$ cat src/rtl/seq_multiplier.sv
// seq_multiplier: iterative shift-add multiplier with a start/busy/done handshake.
// One WIDTH+1-bit adder is reused over WIDTH clock cycles to form a 2*WIDTH-bit
// product. In signed mode the operands are reduced to magnitudes on entry. The
// sign is reapplied to the product as it is written into data_out.
module seq_multiplier #(
    parameter int WIDTH     = 8,
    parameter bit SIGNED_EN = 1'b1
) (
    input  logic                 clk,
    input  logic                 rst,
    input  logic                 start,
    input  logic                 mode_signed,
    input  logic [WIDTH-1:0]     data_A,
    input  logic [WIDTH-1:0]     data_B,
    output logic                 busy,
    output logic                 done,
    output logic [2*WIDTH-1:0]   data_out
);

    localparam int CW = $clog2(WIDTH + 1);
    localparam logic [CW-1:0]      LAST_ITER = CW'(WIDTH - 1);
    localparam logic [CW-1:0]      ONE_C     = {{(CW-1){1'b0}}, 1'b1};
    localparam logic [WIDTH-1:0]   ONE_W     = {{(WIDTH-1){1'b0}}, 1'b1};
    localparam logic [2*WIDTH-1:0] ONE_2W    = {{(2*WIDTH-1){1'b0}}, 1'b1};

    typedef enum logic [1:0] {
        IDLE = 2'd0,
        CALC = 2'd1,
        DONE = 2'd2
    } state_t;

    state_t               state_q, state_d;
    logic [WIDTH-1:0]     mcand_q, mcand_d;
    // Upper half holds the running accumulator; lower half holds the multiplier
    // bits that have not been consumed yet.
    logic [2*WIDTH-1:0]   prod_q, prod_d;
    logic [CW-1:0]        cnt_q, cnt_d;
    logic                 neg_q, neg_d;
    logic [2*WIDTH-1:0]   data_out_q, data_out_d;

    logic                 op_signed;
    logic [WIDTH-1:0]     mag_a;
    logic [WIDTH-1:0]     mag_b;
    logic [WIDTH-1:0]     addend;
    logic [WIDTH:0]       partial_sum;
    logic [2*WIDTH-1:0]   prod_step;
    logic [2*WIDTH-1:0]   final_result;

    // Operand conditioning: magnitudes of the incoming operands. -2^(W-1) maps onto itself and stays correct as an unsigned magnitude.
    always_comb begin
        op_signed = SIGNED_EN && mode_signed;
        mag_a     = data_A;
        mag_b     = data_B;
        if (op_signed && data_A[WIDTH-1]) begin
            mag_a = ~data_A + ONE_W;
        end
        if (op_signed && data_B[WIDTH-1]) begin
            mag_b = ~data_B + ONE_W;
        end
    end

    // One shift-add step: conditionally add the multiplicand with carry kept, then shift the whole register right.
    always_comb begin
        addend       = prod_q[0] ? mcand_q : '0;
        partial_sum  = {1'b0, prod_q[2*WIDTH-1:WIDTH]} + {1'b0, addend};
        prod_step    = {partial_sum, prod_q[WIDTH-1:1]};
        final_result = neg_q ? (~prod_step + ONE_2W) : prod_step;
    end

    // Next-state and datapath control for the IDLE -> CALC -> DONE sequence.
    always_comb begin
        state_d    = state_q;
        mcand_d    = mcand_q;
        prod_d     = prod_q;
        cnt_d      = cnt_q;
        neg_d      = neg_q;
        data_out_d = data_out_q;
        case (state_q)
            IDLE: begin
                if (start) begin
                    state_d = CALC;
                    mcand_d = mag_a;
                    prod_d  = {{WIDTH{1'b0}}, mag_b};
                    cnt_d   = '0;
                    neg_d   = op_signed && (data_A[WIDTH-1] ^ data_B[WIDTH-1]);
                end
            end
            CALC: begin
                prod_d = prod_step;
                cnt_d  = cnt_q + ONE_C;
                if (cnt_q == LAST_ITER) begin
                    state_d    = DONE;
                    data_out_d = final_result;
                end
            end
            DONE: begin
                state_d = IDLE;
            end
            default: begin
                state_d = IDLE;
            end
        endcase
    end

    // State and datapath registers. Reset clears everything, including data_out.
    always_ff @(posedge clk) begin
        if (rst) begin
            state_q    <= IDLE;
            mcand_q    <= '0;
            prod_q     <= '0;
            cnt_q      <= '0;
            neg_q      <= 1'b0;
            data_out_q <= '0;
        end else begin
            state_q    <= state_d;
            mcand_q    <= mcand_d;
            prod_q     <= prod_d;
            cnt_q      <= cnt_d;
            neg_q      <= neg_d;
            data_out_q <= data_out_d;
        end
    end

    assign busy     = (state_q != IDLE);
    assign done     = (state_q == DONE);
    assign data_out = data_out_q;

endmodule

$ cat config.mk
export PLATFORM = sky130hd
export DESIGN_NAME = seq_multiplier
export DESIGN_NICKNAME = d
export VERILOG_FILES = /design/src/rtl/seq_multiplier.sv
export SDC_FILE = /design/constraint.sdc
export NUM_CORES = 1
export LEC_CHECK = 0
export CAP_MARGIN = 15
export CORE_MARGIN = 2
export CORE_UTILIZATION = 37
export CTS_BUF_LIST = sky130_fd_sc_hd__clkbuf_2 sky130_fd_sc_hd__clkbuf_4 sky130_fd_sc_hd__clkbuf_8
export DETAILED_ROUTE_END_ITERATION = 7
export GPL_ROUTABILITY_DRIVEN = 0
export SLEW_MARGIN = 20
export SYNTH_ARGS = -nofsm -noshare
export SYNTH_HDL_FRONTEND = slang
export SYNTH_SLANG_ARGS = --single-unit
$ cat constraint.sdc
create_clock -name clk -period 4 [get_ports clk]
set_input_delay 1 -clock clk [delete_from_list [all_inputs] [get_ports clk]]
set_output_delay 1 -clock clk [all_outputs]
set_load 0.01 [all_outputs]
# --- Yosys cells after proc, flatten, opt, wreduce, memory -nomap -nowiden ---
# Index checks and enable logic that the tools add are counted.
totals:
  register_bits: 47
  out_inout_bits: 18
classes:
  addsub: 5
  n_eq_ne: 5
  n_mux: 11
  bitwise: 4
  n_reduce_logical: 10
op_table:
  columns: ["cell", "n"]
  rows:
  - ["$mux W16", 2]
  - ["$pmux W16 S2", 1]
  - ["$mux W8", 3]
  - ["$add A16 B1 Y16 const B", 1]
  - ["$add A8 B1 Y8 const B", 2]
  - ["$not A16 Y16", 1]
  - ["$not A8 Y8", 2]
  - ["$add A8 B8 Y9", 1]
  - ["$pmux W4 S2", 1]
  - ["$reduce_and A2 Y1", 4]
  - ["$add A4 B1 Y4 const B", 1]
  - ["$eq A4 B3 Y1 const B", 1]
  - ["$mux W2", 2]
  - ["$mux W4", 1]
  - ["$ne A2 B2 Y1 const B", 2]
  - ["$pmux W2 S2", 1]
  - ["$reduce_bool A2 Y1", 2]
  - ["$logic_and A1 B1 Y1", 3]
  - ["$eq A2 B1 Y1 const B", 1]
  - ["$eq A2 B2 Y1 const B", 1]
  - ["$logic_not A2 Y1", 1]
  - ["$xor A1 B1 Y1", 1]

# --- Longest topological paths before layout ---
# Gate-level depths: netlist (run 1).
logic_depth:
  depth_word: 5
  ltp_mapped: 9

# --- Least setup slack after synthesis (run 1) ---
# No wires, ideal clock.
synth_path:
  path_type: "reg2reg"
  startpoint: "register prod_q[0]"
  endpoint: "register data_out_q[14] (netlist: data_out[14])"
  setup_ps: 79
  arrival_ps: 2680
  setup_slack_ps: 1240
  path_stages_with_launch: 10
  n_path_buf: 0
  synth_period_minus_slack_ps: 2760
  path_cell_list: "dfxtp_1 and2_1 ha_1 fa_1 or3_1 or4_4 o21bai_4 o41ai_2 xnor2_1 a211oi_2"
synth_via:
  elab_chain_cells: 5
synth_lines:
  columns: ["item", "line_no", "source"]
  rows:
  - ["start: declaration", "36", "logic [2*WIDTH-1:0] prod_q, prod_d;"]
  - ["start signal: assignment", "117", "prod_q <= prod_d;"]
  - ["$mux W8 *", "64", "addend = prod_q[0] ? mcand_q : '0;"]
  - ["$add A8 B8 Y9 *", "65", "partial_sum = {1'b0, prod_q[2*WIDTH-1:WIDTH]} + {1'b0, addend};"]
  - ["$not A16 Y16", "67", "final_result = neg_q ? (~prod_step + ONE_2W) : prod_step;"]
  - ["$add A16 B1 Y16", "67", null]
  - ["$mux W16 *", "67", null]
  - ["end signal: assignment", "120", "data_out_q <= data_out_d;"]
  - ["end: declaration", "39", "logic [2*WIDTH-1:0] data_out_q, data_out_d;"]
# Mark *: on every way between the ends. The rest lies on a longest branch, timed or not.
# A chain may end at the register's enable or synchronous reset.

# --- Worst setup path after layout (run 1) ---
# Ends and elaborated chain as after synthesis.

==> results of run 1 <==
-- where the power goes --
part | internal (mW) | switching (mW) | leakage, nW
registers | 0.485 | 0.0195 | 0.382
logic | 0.0794 | 0.0995 | 0.784
clock network | 0.188 | 0.171 | 0.0548
-- registers in the layout (all words and copies together) (netlist names) --
signal	flops
state_q	2
mcand_q	8
neg_q	1
prod_q	16
data_out	16
cnt_q	4
-- how the worst max path moves through the flow --
stage / cells after the start / start / to / slack (ns)
2_1_floorplan: 9 / prod_q[0] / data_out[14] / 1.24
5_1_grt: 9 / prod_q[0] / data_out[15] / 0.78
3_3_place_gp: 9 / prod_q[0] / data_out[14] / 1.12
3_5_place_dp: 9 / prod_q[0] / data_out[14] / 1.06
6_report: 9 / prod_q[0] / data_out[14] / 1.05
4_1_cts: 9 / prod_q[0] / data_out[14] / 1.04
-- routing by layer --
metal	vias to the layer above	global-route usage, %
li1	1303	-
met1	1142	21.5
met2	59	28.1
met3	5	2.26
met4	0	4.23
met5	-	0
-- layout by cell type, fill, tap and decap left out, drive strengths merged, types with 3 or more instances in the layout --
cell,count
nor2,49
a2111oi,3
or3,4
xor2,13
a22oi,5
nand3,13
nor3,9
a21oi,31
o21ai,8
a211oi,20
dfxtp,47
nand3b,3
buf,7
o21a,3
inv,13
a21o,3
clkbuf,5
ha,12
nand2,30
clkdlybuf4s50,37
a31oi,5
and2,9
o31ai,6
nor4,3
xnor2,14
-- synthesized netlist by cell type (2+ instances only) --
cell type	count	share of area [%]
nor2_1	49	6.7
dfxtp_1	47	34
a21oi_1	31	5.7
nand2_1	30	4.1
a211oi_1	19	5.2
clkbuf_1	17	2.3
xnor2_1	14	4.5
nand3_1	13	2.4
xor2_1	13	4.2
ha_1	12	5.5
inv_1	12	1.6
and2_1	9	2.1
nor3_1	9	1.6
o21ai_0	8	1.5
o31ai_1	6	1.6
a22oi_1	5	1.4
a31oi_1	5	1.1
or3_1	4	0.91
a2111oi_0	3	0.96
a21o_1	3	0.82
nand3b_1	3	0.82
nor4_1	3	0.69
o21a_1	3	0.82
a311oi_1	2	0.64
nand2b_1	2	0.46
nor2b_1	2	0.46
o221ai_1	2	0.64
-- worst min-delay path, cell delays in order (launching register included) --
cell and delay, ns:
dfxtp_1 0.32, nand2_1 0.05, a21oi_1 0.05
-- cell type report --
cell class / instances / area, µm²
clock inverters: 3 / 46.3
clock buffers: 5 / 68.8
fillers: 759 / 3880
multi-input cells: 268 / 1690
well taps: 99 / 124
flip-flops and latches: 47 / 941
inverters: 12 / 45.0
repair buffers: 44 / 423
-- metrics by stage --
step | utilization (%) | std cells | hold slack (ns) | worst slack, ns | power (mW)
after floorplan | - | 345 | 0.432 | 1.24 | 0.633
after global placement | 44.7 | 470 | 0.443 | 1.12 | 0.691
after detailed placement | 44.7 | 470 | 0.451 | 1.06 | 0.694
after CTS | 46.3 | 478 | 0.464 | 1.04 | 1.06
after global routing | 46.3 | 478 | 0.499 | 0.777 | 1.10
final | 46.3 | 478 | 0.462 | 1.05 | 1.04
-- logic make-up after synthesis --
group,Yosys count,share of synthesized area (%)
buffers and inverters,30,4.15
AO/OA/AOI/OAI,97,24.3
adder cells (fa/ha/maj),13,6.21
XOR/XNOR,27,8.63
AND/OR/NAND/NOR,130,22.0
multiplexers,1,0.365
flip-flops,47,34.3
==> results.txt, run 1 <==
Cell variety after synth -> 46
Worst Hold Class -> reg2reg
Max Used Layer -> met4
Core area -> 7210 µm²
Clock-pin slew on the worst setup and hold paths -> 0.09 ns
CTS buffer count -> 5
Placed cell area -> 3220 µm²
Yosys reg bits -> 47
# setup viols final -> 0
Antenna Nets Post-Route -> 0
Max-slew headroom -> 31.0%
Routed wl met3 -> 310 µm
Die H -> 90.1 µm
Slowest stage delay, CP -> 0.49 ns
Outcome -> completed
Maximum VDD drop -> 0.149 mV
Drt initial violations -> 177
Crit path max-delay family -> simple AND/OR/NAND/NOR gates
Tcrit/Tclk final -> 73.8%
Htree depth -> 2
Setup bufs post-CTS -> 0
Die area -> 8110 µm²
P&R area growth vs syn -> 21.8%
Synthesized instance count -> 345
RSZ-0062 raised after global routing -> no
R2R Path Start -> prod_q[0]
Synth Flop Type -> dfxtp_1
CTS sink cnt -> 47
Vias in the first global route -> 2,376
# IOs -> 38
Crit Path Class -> reg2reg
Pleak -> 1.22 nW
Worst EP arrival -> 3.16 ns
Final worst path period need -> 2.95 ns
Worst-margin pin slew -> 1.03 ns
CP cell instances -> and2_1, ha_1, fa_1, or3_1, or4_4, o21bai_4, o41ai_2, xnor2_1, a211oi_2
RR Endpoint -> data_out[14]
Max Fclk -> 339 MHz
Largest net degree at the start of global routing -> 25
Crit-path slowest cell -> fa_1
DRC -> 0
Met2 routed WL -> 2.95 mm
Starting Density -> 38.0%
Cts repair resizes -> 0
Num rows -> 31
M1 WL -> 3.06 mm
Die width -> 90.1 µm
Fin Setup TNS -> 0 ns
Detailed placement HPWL -> 4.81 mm
Fin. max-slew vios -> 0
Hold Path Stages -> 2
Syn Std Cell Area -> 2740 µm²
Max-Cap Viols -> 0
Root buffer cell -> clkbuf_8
Total GRT Usage -> 16.3%
Hold Violations, Final -> 0
Initial antenna violation count -> 0
First drt pass iteration count -> 4
Clock skew -> 0.00801 ns
First-pass GRT wire length -> 11.1 mm
Crit-path max FO -> 9
Post-CTS Hold Fix Bufs -> 0
HP Start -> mcand_q[0]
Post-synth EDFFs -> 0
Share of layout cells above drive strength 1 -> 6.07%
Synth warnings -> 0
DR vias -> 2,509
Seq/Total Area, Yosys -> 34.3%
TritonCTS clock tree -> yes
Clk_lat worst skew -> 0.30 ns
R2R setup slack -> 1.05 ns
Routed WL -> 6.40 mm
Vias per cell -> 5.25
Pwr dens -> 312 nW/µm²
Total congestion overflow -> 0
Syn_nets -> 378
Mean routed wirelength per cell -> 13.4 µm
Async SR Flop Fraction -> 0%
Bufs on Longest Clock Path -> 2
Worst setup SP type -> flop
Worst Path Required -> 4.21 ns
PortBufs -> 37
CP Capture Type -> flop
Syn Area/Cell -> 7.94 µm²
Nets@finish -> 411
CP Buf/Inv Count -> 0
Worst Reg-to-Reg Cells -> 9
Design Area, Final -> 3340 µm²
# diodes -> 0
WHS Endpoint -> mcand_q[0]
No activity file was read; power rests on OpenSTA's default activity.
==> run 2, diff against run 1 <==
clock period = 2.8 ns   (was 4 ns; I/O delays follow)
==> results.txt, run 2 (same netlist as run 1, synthesis figures left out) <==
Tcrit/Tclk final -> 98.7% (+25 points)
# IOs -> 38 (unchanged)
# diodes -> 0 (unchanged)
Clock-pin slew on the worst setup and hold paths -> 0.09 ns (about the same)
Max-Cap Viols -> 0 (unchanged)
Core area -> 7210 µm² (unchanged)
Final worst path period need -> 2.76 ns (-0.188 ns)
PortBufs -> 37 (unchanged)
First drt pass iteration count -> 4 (unchanged)
Outcome -> completed
Largest net degree at the start of global routing -> 28 (+12%)
Hold Violations, Final -> 0 (unchanged)
Clk_lat worst skew -> 0.30 ns (about the same)
Grt met1 use -> 20.9% (-0.54 points)
Vias per cell -> 5.17 (-1.6%)
Max Fclk -> 362 MHz (+6.8%)
Clock skew -> 0.00458 ns (-0.00343 ns)
Worst Hold Class -> reg2reg
Worst-margin pin slew -> 0.434 ns (-0.597 ns)
Post-layout util -> 47.8% (+1.5 points)
CTS buffer count -> 5 (unchanged)
Detailed placement HPWL -> 4.71 mm (-2.0%)
Fin cells -> 490 (+2.5%)
CP Capture Type -> flop
Fill cells -> 746 (-1.7%)
Post-CTS Hold Fix Bufs -> 0 (unchanged)
P&R area growth vs syn -> 25.8%
Drt initial violations -> 96 (-46%)
Antenna Nets Post-Route -> 0 (unchanged)
Maximum VDD drop -> 0.175 mV (+17%)
# setup viols final -> 0 (unchanged)
Worst EP arrival -> 2.99 ns (-0.17 ns)
Total congestion overflow -> 0 (unchanged)
Most frequent cells in the layout -> 48 x nor2_1, 47 x dfxtp_1, 37 x clkdlybuf4s50_1
Pleak -> 1.29 nW (+5.6%)
Worst Path Required -> 3.03 ns (-1.18 ns)
Grt met2 use -> 24.4% (-3.7 points)
Bufs on Longest Clock Path -> 2 (unchanged)
Pwr dens -> 419 nW/µm² (+34%)
DRC -> 0 (unchanged)
Max-slew headroom -> 70.3% (+39 points)
Placed cell count -> 482 (+2.6%)
CTS sink cnt -> 47 (unchanged)
First-pass GRT wire length -> 10.4 mm (-6.2%)
Share of layout cells above drive strength 1 -> 9.97% (+3.9 points)
Commonest non-fill, non-tap cell in the layout -> nor2_1
Setup bufs post-CTS -> 0 (unchanged)
Die H -> 90.1 µm (unchanged)
PnR worst setup slack -> 0.0378 ns (-1.01 ns)
Mean routed wirelength per cell -> 12.7 µm (-5.2%)
Die width -> 90.1 µm (unchanged)
Htree depth -> 2 (unchanged)
Fin Setup TNS -> 0 ns (unchanged)
Starting Density -> 38.0% (unchanged)
Die area -> 8110 µm² (unchanged)
Root buffer cell -> clkbuf_8
Pre-CTS WS -> 0.00782 ns (-1.05 ns)
Met3 GRT Util -> 2.68% (+0.42 points)
TritonCTS clock tree -> yes
GRT busiest layer -> met2
Nets@finish -> 423 (+2.9%)
Routed WL -> 6.22 mm (-2.8%)
Crit-path max FO -> 3 (-6)
DR vias -> 2,531 (+0.88%)
Worst setup SP type -> flop
Crit Path Class -> reg2reg
Initial antenna violation count -> 0 (unchanged)
Vias in the first global route -> 2,251 (-5.3%)
Total GRT Usage -> 15.2% (-1.1 points)
Num rows -> 31 (unchanged)
RSZ-0062 raised after global routing -> yes
Fin. max-slew vios -> 0 (unchanged)
-- run 2: changes by cell type in the layout (fill, tap and decap cells not counted), sizes merged --
cell      delta
bufinv       -1
clkbuf       +2
inv          -1
clkinvlp     -1
clkinv       +1
buf         +12
-- run 2: where the power goes --
part	internal, mW	switching [mW]
logic	0.128	0.150
registers	0.692	0.0255
clock network	0.212	0.234
total	1.03	0.410
-- run 2: layer usage --
metal  vias to the layer above  wire length, µm
met3                         5              260
met1                      1145             3110
li1                       1320                -
met5                         -                0
met4                         0               61
met2                        61             2780
-- run 2: area by class of cell --
cell class	instances	area [µm²]	area share [%]
clock buffer	7	90.1	2.61
sequential	47	941	27.3
timing repair buffer	56	513	14.9
tap	99	124	3.59
multi-input combinational	268	1730	50.1
inverter	12	45.0	1.31
clock inverter	1	8.76	0.254
-- run 2: worst paths after layout --
check / cells after the start / from / slack, ns / end
worst max register to register: 9 / prod_q[0] / 0.04 / data_out[14]
worst min-delay path: 2 / mcand_q[0] / 0.46 / mcand_q[0]
worst max-delay path: 9 / prod_q[0] / 0.04 / data_out[14]
worst min register to register: 2 / mcand_q[0] / 0.46 / mcand_q[0]
-- run 2: worst max-delay path, cell delays in order, from the launching register on --
cell      delay, ns
dfxtp_1        0.32
and2_1         0.15
ha_2           0.18
fa_1           0.45
or3_1          0.38
or4_4          0.43
o21bai_4       0.19
o41ai_2        0.23
xnor2_1        0.14
a211oi_2       0.22
-- run 2: metrics by stage --
stage                     power (mW)  hold WS [ns]  area, µm²
after detailed placement        1.00         0.445       3310
after CTS                       1.45         0.457       3420
final                           1.44         0.457       3450
after floorplan                0.905         0.432       2740
after global routing            1.52         0.494       3450
after global placement         0.999         0.442       3310
-- run 2: what timing repair did --
item	in CTS	in global routing
resized for setup	1	5
cloned	0	0
setup endpoints to repair	1	4
==> run 3, diff against run 2 <==
clock period = 2.5 ns   (was 2.8 ns; I/O delays follow)
==> results.txt, run 3 (same netlist as run 1, synthesis figures left out) <==
Core area -> 7210 µm² (unchanged)
Failing checks -> setup timing
# IOs -> 38 (unchanged)
RSZ-0062 raised after global routing -> yes
Max-Cap Viols -> 0 (unchanged)
PortBufs -> 37 (unchanged)
Clock-pin slew on the worst setup and hold paths -> 0.10 ns (about the same)
Largest net degree at the start of global routing -> 48 (+71%)
R2R setup slack -> -0.21 ns (-0.25 ns)
Worst Reg-to-Reg Cells -> 9 (unchanged)
Fin. max-slew vios -> 0 (unchanged)
HP Start -> mcand_q[7]
Final worst path period need -> 2.71 ns (-0.0498 ns)
Pre-CTS WS -> -0.324 ns (-0.332 ns)
Critical Path Sink -> data_out[14]
Starting Density -> 38.0% (unchanged)
Crit Path Class -> reg2reg
Detailed placement HPWL -> 4.84 mm (+2.7%)
Share of layout cells above drive strength 1 -> 17.7% (+7.7 points)
Outcome -> finished, violations left
Clk_lat worst skew -> 0.30 ns (about the same)
DR vias -> 2,597 (+2.6%)
Hold Violations, Final -> 0 (unchanged)
Bufs on Longest Clock Path -> 2 (unchanged)
Antenna Nets Post-Route -> 0 (unchanged)
Htree depth -> 2 (unchanged)
RR Endpoint -> data_out[14]
CP Capture Type -> flop
# setup viols final -> 4 (+4)
Die area -> 8110 µm² (unchanged)
R2R Path Start -> mcand_q[0]
Root buffer cell -> clkbuf_8
Crit-path max FO -> 2 (-1)
Vias per cell -> 5.07 (-1.8%)
Initial antenna violation count -> 0 (unchanged)
GRT busiest layer -> met2
CTS buffer count -> 5 (unchanged)
Worst setup SP type -> flop
Post-CTS Hold Fix Bufs -> 0 (unchanged)
Worst EP arrival -> 2.94 ns (-0.05 ns)
PnR worst setup slack -> -0.212 ns (-0.250 ns)
Commonest non-fill, non-tap cell in the layout -> nor2_1
Total GRT Usage -> 16.5% (+1.3 points)
CTS sink cnt -> 47 (unchanged)
Maximum VDD drop -> 0.253 mV (+44%)
Max-slew headroom -> 58.0% (-12 points)
Max Fclk -> 369 MHz (+1.8%)
Drt initial violations -> 108 (+13%)
Worst Hold Class -> reg2reg
Most frequent cells in the layout -> 47 x nor2_1, 45 x dfxtp_1, 39 x buf_4
Vias in the first global route -> 2,383 (+5.9%)
Pleak -> 1.42 nW (+9.8%)
Nets@finish -> 445 (+5.2%)
P&R area growth vs syn -> 35.9%
Die width -> 90.1 µm (unchanged)
TritonCTS clock tree -> yes
Num rows -> 31 (unchanged)
Worst Path Required -> 2.72 ns (-0.31 ns)
Grt met1 use -> 22.5% (+1.6 points)
Met3 GRT Util -> 2.26% (-0.42 points)
Worst-margin pin slew -> 0.614 ns (+0.180 ns)
Die H -> 90.1 µm (unchanged)
Clock skew -> 0.00874 ns (+0.00416 ns)
Mean routed wirelength per cell -> 12.9 µm (+1.3%)
Placed cell count -> 502 (+4.1%)
Routed WL -> 6.58 mm (+5.9%)
Fin cells -> 512 (+4.5%)
Critical path launch point -> mcand_q[0]
First drt pass iteration count -> 4 (unchanged)
Grt met2 use -> 27.1% (+2.8 points)
First-pass GRT wire length -> 11.2 mm (+7.4%)
DRC -> 0 (unchanged)
Total congestion overflow -> 0 (unchanged)
Pwr dens -> 468 nW/µm² (+12%)
Tcrit/Tclk final -> 108% (+9.8 points)
# diodes -> 0 (unchanged)
## run 3: cell count changes in the layout (fill, tap and decap cells not counted), sizes merged
cell | before | now
buf | 19 | 41
inv | 12 | 13
clkinv | 1 | 0
clkbuf | 7 | 5
clkinvlp | 0 | 1
bufinv | 0 | 1
## run 3: worst min path at each step
stage / end / cells past startpoint
final: mcand_q[7] / 2
after floorplan: mcand_q[0] / 2
after CTS: mcand_q[7] / 2
after global placement: data_out[9] / 2
after global routing: data_out[9] / 2
after detailed placement: data_out[9] / 2
## run 3: layout make-up
| cell class | count | area [µm²] |
|---|---|---|
| inverter | 12 | 45.0 |
| multi-input combinational | 268 | 1800 |
| clock inverter | 3 | 46.3 |
| tap | 99 | 124 |
| sequential | 47 | 943 |
| clock buffer | 5 | 68.8 |
| timing repair buffer | 78 | 694 |
| fill | 716 | 3490 |
## run 3: repair_timing
| action | in CTS | in global routing |
|---|---|---|
| pin swaps | 10 | 12 |
| endpoints found under the setup margin | 5 | 6 |
| buffers inserted | 2 | 2 |
| resized for setup | 14 | 10 |
## run 3: stage by stage
step	area, µm²	setup TNS (ns)	hold WS, ns	total power, mW	utilization, %
3_3_place_gp	3480	-0.709	0.440	1.15	48.3
3_5_place_dp	3480	-0.991	0.444	1.15	48.3
5_1_grt	3720	-0.818	0.486	1.82	51.6
4_1_cts	3680	-0.963	0.457	1.76	51.0
6_report	3720	-0.345	0.454	1.74	51.6
2_1_floorplan	2750	-0.401	0.432	1.02	-
## run 3: power by group
group          internal (mW)  switching [mW]  leakage (nW)
Clock                  0.302           0.282        0.0548
Sequential             0.776          0.0224         0.383
Combinational          0.171           0.188         0.978
Total                   1.25           0.493          1.42
## run 3: critical path: stages (launching register included)
cell and delay, ns:
dfxtp_2 0.33, and2_4 0.15, ha_4 0.15, fa_2 0.41, or3_4 0.35, or4_4 0.43, o21bai_4 0.20, o41ai_2 0.23
xnor2_1 0.13, a211oi_2 0.25
## run 3: metal layers
| layer | vias to the layer above | share of wire, % |
|---|---|---|
| met5 | - | 0 |
| met4 | 0 | 1.1 |
| met3 | 5 | 2.8 |
| met2 | 41 | 44 |
| met1 | 1179 | 52 |
| li1 | 1372 | - |
